===== src/rtl/ksa_swap_fsm_if.sv =====
// ksa_swap_fsm_if: bundles the handshake and S-memory signals of the RC4 KSA swap stage.
//   start      : request a key-scheduling pass (controller -> stage)
//   secret_key : key bytes, byte 0 in the most significant byte
//   rd_data    : S-memory read data (memory -> stage)
//   mem_addr   : S-memory address (stage -> memory)
//   wr_data    : S-memory write data
//   wr_en      : S-memory write enable
//   busy       : pass in progress
//   finish     : one-cycle pulse when the pass completes
// The slave modport is the swap stage. The master modport is the controller/memory side.
interface ksa_swap_fsm_if #(
  parameter int unsigned KEY_BYTES = 3,
  parameter int unsigned DATA_W    = 8
);
  logic                          start;
  logic [DATA_W*KEY_BYTES-1:0]   secret_key;
  logic [DATA_W-1:0]             rd_data;
  logic [DATA_W-1:0]             mem_addr;
  logic [DATA_W-1:0]             wr_data;
  logic                          wr_en;
  logic                          busy;
  logic                          finish;

  modport master (
    output start, secret_key, rd_data,
    input  mem_addr, wr_data, wr_en, busy, finish
  );

  modport slave (
    input  start, secret_key, rd_data,
    output mem_addr, wr_data, wr_en, busy, finish
  );
endinterface


===== src/rtl/ksa_swap_fsm.sv =====
// ksa_swap_fsm: RC4 key-scheduling swap pass over a 256-entry S array.
// For i = 0..255: j += S[i] + key[i mod KEY_BYTES], then swap S[i] and S[j]. Each
// iteration takes 7 cycles: read S[i], capture, read S[j], capture, two writes, advance.
// Ports:
//   clk : clock, rising edge
//   rst : synchronous active-high reset; aborts a pass in progress
//   bus : ksa_swap_fsm_if slave (start/secret_key/rd_data in; mem_addr/wr_data/wr_en/
//         busy/finish out)
// All outputs are decoded from state and registers only. No path runs from rd_data to an
// output.
module ksa_swap_fsm #(
  parameter int unsigned KEY_BYTES = 3,
  parameter int unsigned DATA_W    = 8
) (
  input logic            clk,
  input logic            rst,
  ksa_swap_fsm_if.slave  bus
);

  localparam int unsigned KIDX_W = (KEY_BYTES > 1) ? $clog2(KEY_BYTES) : 1;

  typedef enum logic [3:0] {
    StIdle,
    StRdSi,
    StGetSi,
    StRdSj,
    StGetSj,
    StWrSi,
    StWrSj,
    StNext,
    StDone
  } state_e;

  state_e              r_state, w_state_d;
  logic [DATA_W-1:0]   r_i, w_i_d;
  logic [DATA_W-1:0]   r_j, w_j_d;
  logic [DATA_W-1:0]   r_si, w_si_d;
  logic [DATA_W-1:0]   r_sj, w_sj_d;
  logic [KIDX_W-1:0]   r_kidx, w_kidx_d;
  logic [DATA_W-1:0]   w_key_byte;

  // Key byte 0 sits in the top byte of secret_key.
  always_comb begin
    w_key_byte = '0;
    for (int k = 0; k < KEY_BYTES; k++) begin
      if (r_kidx == KIDX_W'(k)) begin
        w_key_byte = bus.secret_key[DATA_W*(KEY_BYTES-1-k) +: DATA_W];
      end
    end
  end

  always_ff @(posedge clk) begin
    if (rst) begin
      r_state <= StIdle;
      r_i     <= '0;
      r_j     <= '0;
      r_si    <= '0;
      r_sj    <= '0;
      r_kidx  <= '0;
    end else begin
      r_state <= w_state_d;
      r_i     <= w_i_d;
      r_j     <= w_j_d;
      r_si    <= w_si_d;
      r_sj    <= w_sj_d;
      r_kidx  <= w_kidx_d;
    end
  end

  always_comb begin
    w_state_d    = r_state;
    w_i_d        = r_i;
    w_j_d        = r_j;
    w_si_d       = r_si;
    w_sj_d       = r_sj;
    w_kidx_d     = r_kidx;
    bus.mem_addr = r_i;
    bus.wr_data  = '0;
    bus.wr_en    = 1'b0;
    bus.busy     = 1'b1;
    bus.finish   = 1'b0;

    unique case (r_state)
      StIdle: begin
        bus.busy = 1'b0;
        if (bus.start) begin
          w_i_d     = '0;
          w_j_d     = '0;
          w_kidx_d  = '0;
          w_state_d = StRdSi;
        end
      end
      StRdSi: begin
        w_state_d = StGetSi;
      end
      StGetSi: begin
        w_si_d    = bus.rd_data;
        w_j_d     = r_j + bus.rd_data + w_key_byte;
        w_state_d = StRdSj;
      end
      StRdSj: begin
        bus.mem_addr = r_j;
        w_state_d    = StGetSj;
      end
      StGetSj: begin
        w_sj_d    = bus.rd_data;
        w_state_d = StWrSi;
      end
      StWrSi: begin
        bus.wr_data = r_sj;
        bus.wr_en   = 1'b1;
        w_state_d   = StWrSj;
      end
      StWrSj: begin
        bus.mem_addr = r_j;
        bus.wr_data  = r_si;
        bus.wr_en    = 1'b1;
        w_state_d    = StNext;
      end
      StNext: begin
        w_i_d    = r_i + DATA_W'(1);
        w_kidx_d = (r_kidx == KIDX_W'(KEY_BYTES - 1)) ? '0 : r_kidx + KIDX_W'(1);
        // r_i still holds the index just finished; all-ones means this was the last one.
        w_state_d = (r_i == '1) ? StDone : StRdSi;
      end
      StDone: begin
        bus.busy   = 1'b0;
        bus.finish = 1'b1;
        w_state_d  = StIdle;
      end
      default: begin
        w_state_d = StIdle;
      end
    endcase
  end

endmodule


===== src/flat_wrapper.sv =====
// flat-port wrapper written by rule: the top's interface ports become plain ports
module ksa_swap_fsm_flat 
#(
  parameter int unsigned KEY_BYTES = 3,
  parameter int unsigned DATA_W    = 8
)
  (clk, rst, bus_start, bus_secret_key, bus_rd_data, bus_mem_addr, bus_wr_data, bus_wr_en, bus_busy, bus_finish);
  ksa_swap_fsm_if #(.KEY_BYTES(KEY_BYTES), .DATA_W(DATA_W)) bus_i ();
  input logic clk;
  input logic rst;
  input wire logic [$bits(bus_i.start)-1:0] bus_start;
  input wire logic [$bits(bus_i.secret_key)-1:0] bus_secret_key;
  input wire logic [$bits(bus_i.rd_data)-1:0] bus_rd_data;
  output wire logic [$bits(bus_i.mem_addr)-1:0] bus_mem_addr;
  output wire logic [$bits(bus_i.wr_data)-1:0] bus_wr_data;
  output wire logic [$bits(bus_i.wr_en)-1:0] bus_wr_en;
  output wire logic [$bits(bus_i.busy)-1:0] bus_busy;
  output wire logic [$bits(bus_i.finish)-1:0] bus_finish;
  assign bus_i.start = bus_start;
  assign bus_i.secret_key = bus_secret_key;
  assign bus_i.rd_data = bus_rd_data;
  assign bus_mem_addr = bus_i.mem_addr;
  assign bus_wr_data = bus_i.wr_data;
  assign bus_wr_en = bus_i.wr_en;
  assign bus_busy = bus_i.busy;
  assign bus_finish = bus_i.finish;
  ksa_swap_fsm #(.KEY_BYTES(KEY_BYTES), .DATA_W(DATA_W)) u_core (.clk(clk), .rst(rst), .bus(bus_i));
endmodule

===== config.mk =====
export PLATFORM = sky130hd
export DESIGN_NAME = ksa_swap_fsm_flat
export DESIGN_NICKNAME = d
export VERILOG_FILES = /design/src/rtl/ksa_swap_fsm_if.sv /design/src/rtl/ksa_swap_fsm.sv /design/src/flat_wrapper.sv
export SDC_FILE = /design/constraint.sdc
export NUM_CORES = 1
export LEC_CHECK = 0
export BUFFER_PORTS_ARGS = -buffer_cell sky130_fd_sc_hd__buf_2
export CORE_MARGIN = 8
export CORE_UTILIZATION = 60
export CTS_BUF_LIST = sky130_fd_sc_hd__clkbuf_8
export CTS_CLUSTER_DIAMETER = 50
export DETAILED_ROUTE_END_ITERATION = 6
export PLACE_DENSITY = 0.89
export SLEW_MARGIN = 40
export SYNTH_ARGS = -nofsm -noshare
export SYNTH_HDL_FRONTEND = slang
export SYNTH_SLANG_ARGS = --single-unit

===== constraint.sdc =====
create_clock -name clk -period 8.9 [get_ports clk]
set_clock_uncertainty 0.1 [all_clocks]
set_input_delay 0.89 -clock clk [delete_from_list [all_inputs] [get_ports clk]]
set_output_delay 0.89 -clock clk [all_outputs]
set_load 0.02 [all_outputs]

==> impl_metrics.ini, run 1 <==
[outcome]
status = completed

[clock_network]
cts_tree = yes
clk_latency_ns = 0.29
cts_resized = 0
cts_root_buf = clkbuf_8
htree_num_levels = 2
postCtsHoldBufs = 0
cts_setup_buffers = 0
clockBufferDepth = 2
cts.clk_slew.worst_paths_ns = 0.07
cts.sinks = 38
cts_inserted_buffers = 5

[yosys]
syn_avg_cell_area_sq_um = 7.93
yosys_warnings = 0
syn-num-nets = 352
ys_ff_latch = 38
synthesis.instances = 302
synth_seq_area_share_pct = 31.8
synth_edf_count = 0
syn_area_sq_um = 2390
synth_cell_types = 45
async_reset_ff_share_pct = 0
synth_flop_cell = dfxtp_1

[routing]
vias = 2209
via_per_inst = 5.55
routed_wl_mm = 5.69
drt_first_pass_iters = 4
remaining_drc_errors = 0
ant_nets = 0
wl_per_cell_um = 14.3
drt_iter0_drc = 142

[die]
coreArea_sq_um = 3910
start_util_pct = 61.2
die_y_um = 79.2
die_area_sq_um = 6270
rows = 23
fp.dieW_um = 79.2
io_pins = 54

[sta]
whs_ns = 0.356
finalSetupTns_ns = 0
setup_viol = 0
max_freq_ghz = 0.310
relSlewSlack_pct = 53.9
period_minus_slack_ns = 3.22
period_share_pct = 36.2
drv_slew = 0
tightest_slew_ns = 0.692
rsz0062_at_grt = false
hold_violations = 0

[worst_setup_path]
r2r_start = u_core.r_kidx[1]$_SDFFE_PP0P_
r2r_slack_ns = 5.68
cp_max_fo = 12
r2r_end = u_core.r_j[7]$_SDFFE_PP0P_
worstSetupPathType = register to register
worst-endpoint-arrival_ns = 3.34
cp-end-kind = register
critical_path.startpoint_type = register
cp.required_ns = 9.02
rr_worst_depth = 12

[finish]
drive_gt1_share_pct = 21.6
final_common_cell = buf_2
antenna_cells = 0
fin_cells = 398
filler_cell_count = 330
synthToLayoutAreaGrowth_pct = 15.4
layout_common_cells = 53 x buf_2, 42 x nand2_1, 38 x dfxtp_1, 37 x nor2_1, 36 x a21oi_1
nets = 397

[power_and_ir_drop]
power_density_nw_per_um2 = 152
peakVddDrop_v = 0.0000796
pwr-share-comb_pct = 22.2
seq_power_share_pct = 44.1
internal-power_uw = 297
clkPwrFrac_pct = 33.7
p_sw_uw = 125
p_leak_nw = 1.21
switching_share_pct = 29.6

[global_route]
grt_pass1_wl_mm = 9.48
grt-ovfl-total = 0
antenna_found_initial = 0
grt_max_degree = 39
grt_pass1_vias = 2118
track_usage_pct = 18.5

[run]
max_cap_violations = 0

[hold_path]
whs_path_depth = 2
hp-class = register to register
min_to = u_core.r_sj[7]$_SDFFE_PP0P_
hp-start = u_core.r_sj[7]$_SDFFE_PP0P_

[placement]
place_congestion = 0.832
detailed_place_hpwl_mm = 4.26
dp.cells = 390
io_buffer_count = 53
==> state kept, by name (all words and copies together) (netlist names) <==
signal          cells
u_core.r_i          8
u_core.r_j          8
u_core.r_si         8
u_core.r_sj         8
u_core.r_state      4
u_core.r_kidx       2
==> layer usage <==
| metal | track usage (%) | vias up | wire length, um |
|---|---|---|---|
| met5 | 0 | - | 0 |
| met4 | 6.48 | 0 | 104 |
| met2 | 30.2 | 81 | 2670 |
| li1 | - | 1100 | - |
| met1 | 22.6 | 1018 | 2500 |
| met3 | 5.53 | 10 | 413 |
==> worst max-delay path: stages, from the launching register on <==
cell	delay, ns
dfxtp_1	0.54
nor2b_1	0.48
a21oi_1	0.17
fa_1	0.44
inv_1	0.07
ha_1	0.17
inv_1	0.06
fa_1	0.41
nor2b_1	0.17
o31ai_1	0.10
o2bb2ai_1	0.16
nand3b_1	0.18
o211ai_1	0.10
==> cells by family (layout without fill, tap and decap cells) <==
family / after synthesis / count (layout) / synth area share [%]
buffers and inverters: 45 / 91 / 7.42
DFF: 38 / 38 / 31.8
AOI/OAI and AO/OA: 70 / 70 / 18.2
xor gates and xnor gates: 9 / 9 / 3.29
adders and majority gates: 15 / 15 / 10.3
and+or+nand+nor: 109 / 109 / 21.8
muxes: 16 / 16 / 7.11
==> stage by stage <==
step           power [mW]  setup slack, ns  util, %  instance area (sq um)
6_report            0.421             5.68     70.6                   2760
5_1_grt             0.444             5.44     70.6                   2760
4_1_cts             0.422             5.66     70.6                   2760
3_5_place_dp        0.282             5.59     67.9                   2660
3_3_place_gp        0.278             5.72     67.9                   2660
2_1_floorplan       0.257             5.89        -                   2390
==> worst max-delay path by stage <==
stage / from / endpoint / slack [ns]
global placement: bus_secret_key[9] / u_core.r_j[7]$_SDFFE_PP0P_ / 5.72
finish: u_core.r_kidx[1]$_SDFFE_PP0P_ / u_core.r_j[7]$_SDFFE_PP0P_ / 5.68
global route: u_core.r_kidx[1]$_SDFFE_PP0P_ / u_core.r_j[6]$_SDFFE_PP0P_ / 5.44
detailed placement: bus_secret_key[9] / u_core.r_j[7]$_SDFFE_PP0P_ / 5.59
floorplan: bus_secret_key[9] / u_core.r_j[7]$_SDFFE_PP0P_ / 5.89
CTS: u_core.r_kidx[1]$_SDFFE_PP0P_ / u_core.r_j[7]$_SDFFE_PP0P_ / 5.66
==> power groups by stage <==
stage               registers, mW  clock network (mW)  logic, mW
floorplan                   0.184                   0     0.0731
global placement            0.189                   0     0.0893
detailed placement          0.189                   0     0.0926
CTS                         0.185               0.143     0.0935
global route                0.187               0.152      0.106
finish                      0.186               0.142     0.0936
==> Yosys cell counts, drive strengths merged, types with 2 or more instances <==
cell type,count,area [sq um]
a21oi,36,180
a22oi,12,90.1
a31oi,2,27.5
buf,7,35.0
clkbuf,8,30.0
dfxtp,38,761
fa,8,160
ha,7,87.6
inv,30,113
mux2,8,90.1
mux2i,8,80.1
nand2,42,158
nand2b,2,12.5
nand3,4,20.0
nand3b,3,22.5
nor2,39,151
nor2b,4,25.0
nor3,6,56.3
o211ai,2,15.0
o21ai,7,35.0
o2bb2ai,3,26.3
or3,3,18.8
xnor2,5,43.8
xor2,4,35.0
==> area by class of cell <==
cell class                      count  area (sq um)  share of cell area [%]
Sequential cell                    38           761                    27.5
Inverter                           30           113                    4.07
Clock inverter                      3          37.5                    1.36
Timing Repair Buffer               53           265                    9.60
Tap cell                           50          62.6                    2.26
Multi-Input combinational cell    219          1460                    52.7
Clock buffer                        5          68.8                    2.49
Note: power is estimated with default switching activity, not from simulation.
==> run 2, diff against run 1 <==
--- a/config.mk
+++ b/config.mk
@@ -7,11 +7,11 @@
 export LEC_CHECK = 0
 export BUFFER_PORTS_ARGS = -buffer_cell sky130_fd_sc_hd__buf_2
 export CORE_MARGIN = 8
-export CORE_UTILIZATION = 60
+export CORE_UTILIZATION = 56
 export CTS_BUF_LIST = sky130_fd_sc_hd__clkbuf_8
 export CTS_CLUSTER_DIAMETER = 50
 export DETAILED_ROUTE_END_ITERATION = 6
-export PLACE_DENSITY = 0.89
+export PLACE_DENSITY = 0.84
 export SLEW_MARGIN = 40
 export SYNTH_ARGS = -nofsm -noshare
 export SYNTH_HDL_FRONTEND = slang
==> constraint.sdc (replaced) <==
create_clock -name clk -period 3.03 [get_ports clk]
set_clock_uncertainty 0.1 [all_clocks]
set_input_delay 0.303 -clock clk [delete_from_list [all_inputs] [get_ports clk]]
set_output_delay 0.303 -clock clk [all_outputs]
set_load 0.02 [all_outputs]
==> impl_metrics.ini, run 2 (synthesis results as in run 1) <==
[clock_network]
clockBufferDepth = 2
cts.sinks = 38
cts_root_buf = clkbuf_8
postCtsHoldBufs = 0
htree_num_levels = 2
cts.clk_slew.worst_paths_ns = 0.07
clk_latency_ns = 0.29
cts_tree = yes
cts_inserted_buffers = 5

[sta]
relSlewSlack_pct = 53.5
hold_violations = 0
setup_viol = 0
drv_slew = 0
rsz0062_at_grt = false
tightest_slew_ns = 0.697
finalSetupTns_ns = 0
period_minus_slack_ns = 2.84
period_share_pct = 93.7
max_freq_ghz = 0.352

[die]
coreArea_sq_um = 4060
io_pins = 54
rows = 23
start_util_pct = 59.0
fp.dieW_um = 81.4
die_area_sq_um = 6630
die_y_um = 81.4

[power_and_ir_drop]
p_leak_nw = 1.21
peakVddDrop_v = 0.000193
power_density_nw_per_um2 = 422
p_total_mw = 1.17

[routing]
drt_first_pass_iters = 4
wl_met1_mm = 2.58
vias = 2247
dr_wl_met3_um = 470
drt_iter0_drc = 151
met2_wirelength_mm = 2.77
top_layer = met4
ant_nets = 0
via_per_inst = 5.63
remaining_drc_errors = 0
wl_per_cell_um = 14.8
routed_wl_mm = 5.90

[finish]
final_common_cell = buf_2
antenna_cells = 0
drive_gt1_share_pct = 22.9
nets = 400
multi_input_area_sq_um = 1460
layout_common_cells = 53 x buf_2, 42 x nand2_1, 37 x nor2_1, 37 x dfxtp_1, 36 x a21oi_1
synthToLayoutAreaGrowth_pct = 15.6
filler_cell_count = 354
regArea_sq_um = 762

[placement]
place_congestion = 0.830
io_buffer_count = 53
detailed_place_hpwl_mm = 4.47

[global_route]
grt_pass1_vias = 2217
grt_max_degree = 39
grt_pass1_wl_mm = 10.0
grt-ovfl-total = 0
track_usage_pct = 19.1
antenna_found_initial = 0

[worst_setup_path]
critPathMaxStageDelay_ns = 0.49
critPathSlowestCell = fa_1
cp_max_fo = 7
rr_worst_depth = 12
cp-end-kind = register
worstSetupPathType = register to register
cp.required_ns = 3.09
worst-endpoint-arrival_ns = 2.90
cp_common_cell = a21oi_1
critical_path.startpoint_type = register
worstPathCellList = buf_4, mux2i_1, nor2_1, a21oi_1, fa_1, inv_1, ha_1, a21o_1, a21oi_1, o211ai_1, xor2_1, o2bb2ai_1

[outcome]
status = completed

[run]
max_cap_violations = 0

[hold_path]
whs_path_depth = 3
hp-class = input port to register
[run 2: cell count changes in the layout (fill, tap and decap cells not counted), sizes merged]
cell / previous run / this run
buf: 53 / 56
bufinv: 1 / 0
inv: 32 / 30
clkbuf: 5 / 6
[run 2: path summary, 6_finish.rpt]
kind                                               endpoint                          start  slack, ns
worst min register to register  u_core.r_sj[7]$_SDFFE_PP0P_    u_core.r_sj[7]$_SDFFE_PP0P_       0.36
worst max-delay path             u_core.r_j[6]$_SDFFE_PP0P_  u_core.r_kidx[0]$_SDFFE_PP0P_       0.19
worst min-delay path            u_core.r_sj[4]$_SDFFE_PP0P_                 bus_rd_data[4]       0.18
worst max register to register   u_core.r_j[6]$_SDFFE_PP0P_  u_core.r_kidx[0]$_SDFFE_PP0P_       0.19
[run 2: power by group]
| part | total [mW] | internal, mW | switching (mW) |
|---|---|---|---|
| clock network | 0.346 | 0.175 | 0.171 |
| logic | 0.277 | 0.114 | 0.163 |
| registers | 0.545 | 0.520 | 0.0249 |
| total | 1.17 | 0.809 | 0.359 |
[run 2: stage by stage]
stage          worst slack (ns)  instances  area (sq um)  hold WS (ns)  util (%)
2_1_floorplan            0.0640        302          2390         0.320         -
3_3_place_gp              0.240        393          2680         0.342      66.1
3_5_place_dp              0.144        393          2680         0.348      66.1
4_1_cts                   0.136        399          2760         0.162      68.1
5_1_grt                  0.0228        399          2770         0.182      68.2
6_report                  0.191        399          2770         0.177      68.2
[run 2: per-layer routing]
metal  global-route usage (%)  vias up
met1                     23.2     1051
li1                         -     1106
met2                     31.7       83
met5                        0        -
met4                     7.14        0
met3                     4.97        7
[run 2: final cells by class]
cell class / count / share of cell area (%)
clock buffers: 6 / 2.98
inverters: 30 / 4.07
multi-input cells: 219 / 52.8
flip-flops and latches: 38 / 27.5
well taps: 50 / 2.26
repair buffers: 56 / 10.4
[run 2: what timing repair did]
action | CTS | global route
buffers inserted | 0 | 0
gates resized for setup | 0 | 2
endpoints found under the setup margin | 0 | 2
[run 2: worst max-delay path: cells and delay by family, from the launching register on]
kind / cells / cell delay [ns]
compound gates: 5 / 0.83
fa+ha+maj: 2 / 0.71
flops: 1 / 0.38
buf+inv: 2 / 0.27
mux: 1 / 0.20
xor+xnor: 1 / 0.16
simple gates: 1 / 0.05
==> run 3, diff against run 2 <==
--- a/config.mk
+++ b/config.mk
@@ -6,6 +6,7 @@
 export NUM_CORES = 1
 export LEC_CHECK = 0
 export BUFFER_PORTS_ARGS = -buffer_cell sky130_fd_sc_hd__buf_2
+export CORE_ASPECT_RATIO = 0.6
 export CORE_MARGIN = 8
 export CORE_UTILIZATION = 56
 export CTS_BUF_LIST = sky130_fd_sc_hd__clkbuf_8
==> impl_metrics.ini, run 3 (synthesis results as in run 1) <==
[clock_network]
cts_inserted_buffers = 5
cts_root_buf = clkbuf_8
postCtsHoldBufs = 0
htree_num_levels = 2
clk_latency_ns = 0.29
cts.clk_slew.worst_paths_ns = 0.08
clockBufferDepth = 2
cts.sinks = 38
cts_setup_buffers = 0
cts_tree = yes

[worst_setup_path]
worstSetupPathType = register to register
cp.required_ns = 3.15
cp_max_fo = 8
worstPathCellList = nor2b_1, buf_4, a21oi_1, fa_1, inv_1, ha_1, inv_1, fa_1, nor2b_2, o31ai_1, o2bb2ai_1, nand3b_1, o211ai_1
critical_path.startpoint_type = register
path_buf_inv = 3
critPathSlowestCell = fa_1
worst-endpoint-arrival_ns = 2.98
cp_top_family = adder cells
r2r_start = u_core.r_kidx[0]$_SDFFE_PP0P_
critPathMaxStageDelay_ns = 0.44
cp-end-kind = register
timing.critical_path.from = u_core.r_kidx[0]$_SDFFE_PP0P_

[sta]
drv_slew = 0
rsz0062_at_grt = false
finalSetupTns_ns = 0
layout_setup_ws_ns = 0.168
period_minus_slack_ns = 2.86
tightest_slew_ns = 0.711
setup_viol = 0
period_share_pct = 94.5
relSlewSlack_pct = 52.6
max_freq_ghz = 0.349
hold_violations = 0

[placement]
place_ws_ns = 0.0775
place_congestion = 0.832
detailed_place_hpwl_mm = 4.70
io_buffer_count = 53

[routing]
remaining_drc_errors = 0
ant_nets = 0
routed_wl_mm = 6.07
drt_iter0_drc = 133
vias = 2248
wl_per_cell_um = 14.8
via_per_inst = 5.47
drt_first_pass_iters = 4

[finish]
nets = 400
regArea_sq_um = 762
synthToLayoutAreaGrowth_pct = 16.4
layout_common_cells = 53 x buf_2, 42 x nand2_1, 37 x nor2_1, 37 x dfxtp_1, 36 x a21oi_1
antenna_cells = 0
filler_cell_count = 364
final_common_cell = buf_2
drive_gt1_share_pct = 23.1
multi_input_area_sq_um = 1460

[global_route]
antenna_found_initial = 0
grt_pass1_wl_mm = 10.5
grt_pass1_vias = 2239
grt-ovfl-total = 0
grt_max_degree = 39
track_usage_pct = 19.6

[power_and_ir_drop]
p_total_mw = 1.20
peakVddDrop_v = 0.000240
power_density_nw_per_um2 = 429
p_leak_nw = 1.22

[die]
coreArea_sq_um = 4100
die_area_sq_um = 6690
die_y_um = 66.7
fp.dieW_um = 100
rows = 18
io_pins = 54
start_util_pct = 58.4

[outcome]
status = completed

[hold_path]
hp-start = bus_rd_data[0]
hp-class = input port to register

[run]
max_cap_violations = 0
run 3: cell count changes in the layout (fill, tap and decap cells not counted), sizes merged:
cell | previous run | this run
clkinv | 0 | 1
inv | 30 | 31
run 3: cell type report:
type | count | share of cell area [%]
clock buffer | 6 | 2.96
clock inverter | 2 | 0.314
inverter | 30 | 4.04
multi-input combinational | 219 | 52.3
sequential | 38 | 27.3
tap | 60 | 2.69
timing repair buffer | 56 | 10.3
run 3: path summary, 6_finish.rpt:
kind	endpoint	slack, ns	depth (start not counted)
worst max-delay path	u_core.r_j[7]$_SDFFE_PP0P_	0.17	13
worst min-delay path	u_core.r_sj[0]$_SDFFE_PP0P_	0.16	3
worst max register to register	u_core.r_j[7]$_SDFFE_PP0P_	0.17	13
worst min register to register	u_core.r_sj[5]$_SDFFE_PP0P_	0.36	2
run 3: routing by layer:
| layer | part of all wire (%) | track usage [%] | vias to the layer above |
|---|---|---|---|
| met4 | 0.84 | 4.67 | 0 |
| met5 | 0 | 0 | - |
| met3 | 7.7 | 4.68 | 7 |
| li1 | - | - | 1109 |
| met2 | 46 | 31.8 | 74 |
| met1 | 45 | 25.7 | 1058 |
run 3: tightest hold or removal path: cells and delay by family:
family / cells / cell delay (ns)
buffers and inverters: 1 / 0.11
AOI/OAI and AO/OA: 1 / 0.05
and+or+nand+nor: 1 / 0.05
run 3: repair_timing:
action	4_1_cts	5_1_grt
hold endpoints to repair	0	0
gates resized for setup	0	2
setup endpoints to repair	0	2
run 3: stage by stage:
step	instance area, sq um	util [%]	instances	hold slack, ns
after global placement	2690	65.7	403	0.342
after detailed placement	2690	65.7	403	0.346
after global routing	2790	68.0	411	0.169
after floorplan	2390	-	302	0.320
final	2790	68.0	411	0.164
after CTS	2780	67.9	411	0.163
run 3: report_power, final:
part	total [mW]	switching (mW)	internal [mW]	leakage, nW
clock	0.367	0.186	0.180	0.0524
combinational	0.284	0.169	0.115	0.859
sequential	0.547	0.0266	0.520	0.308
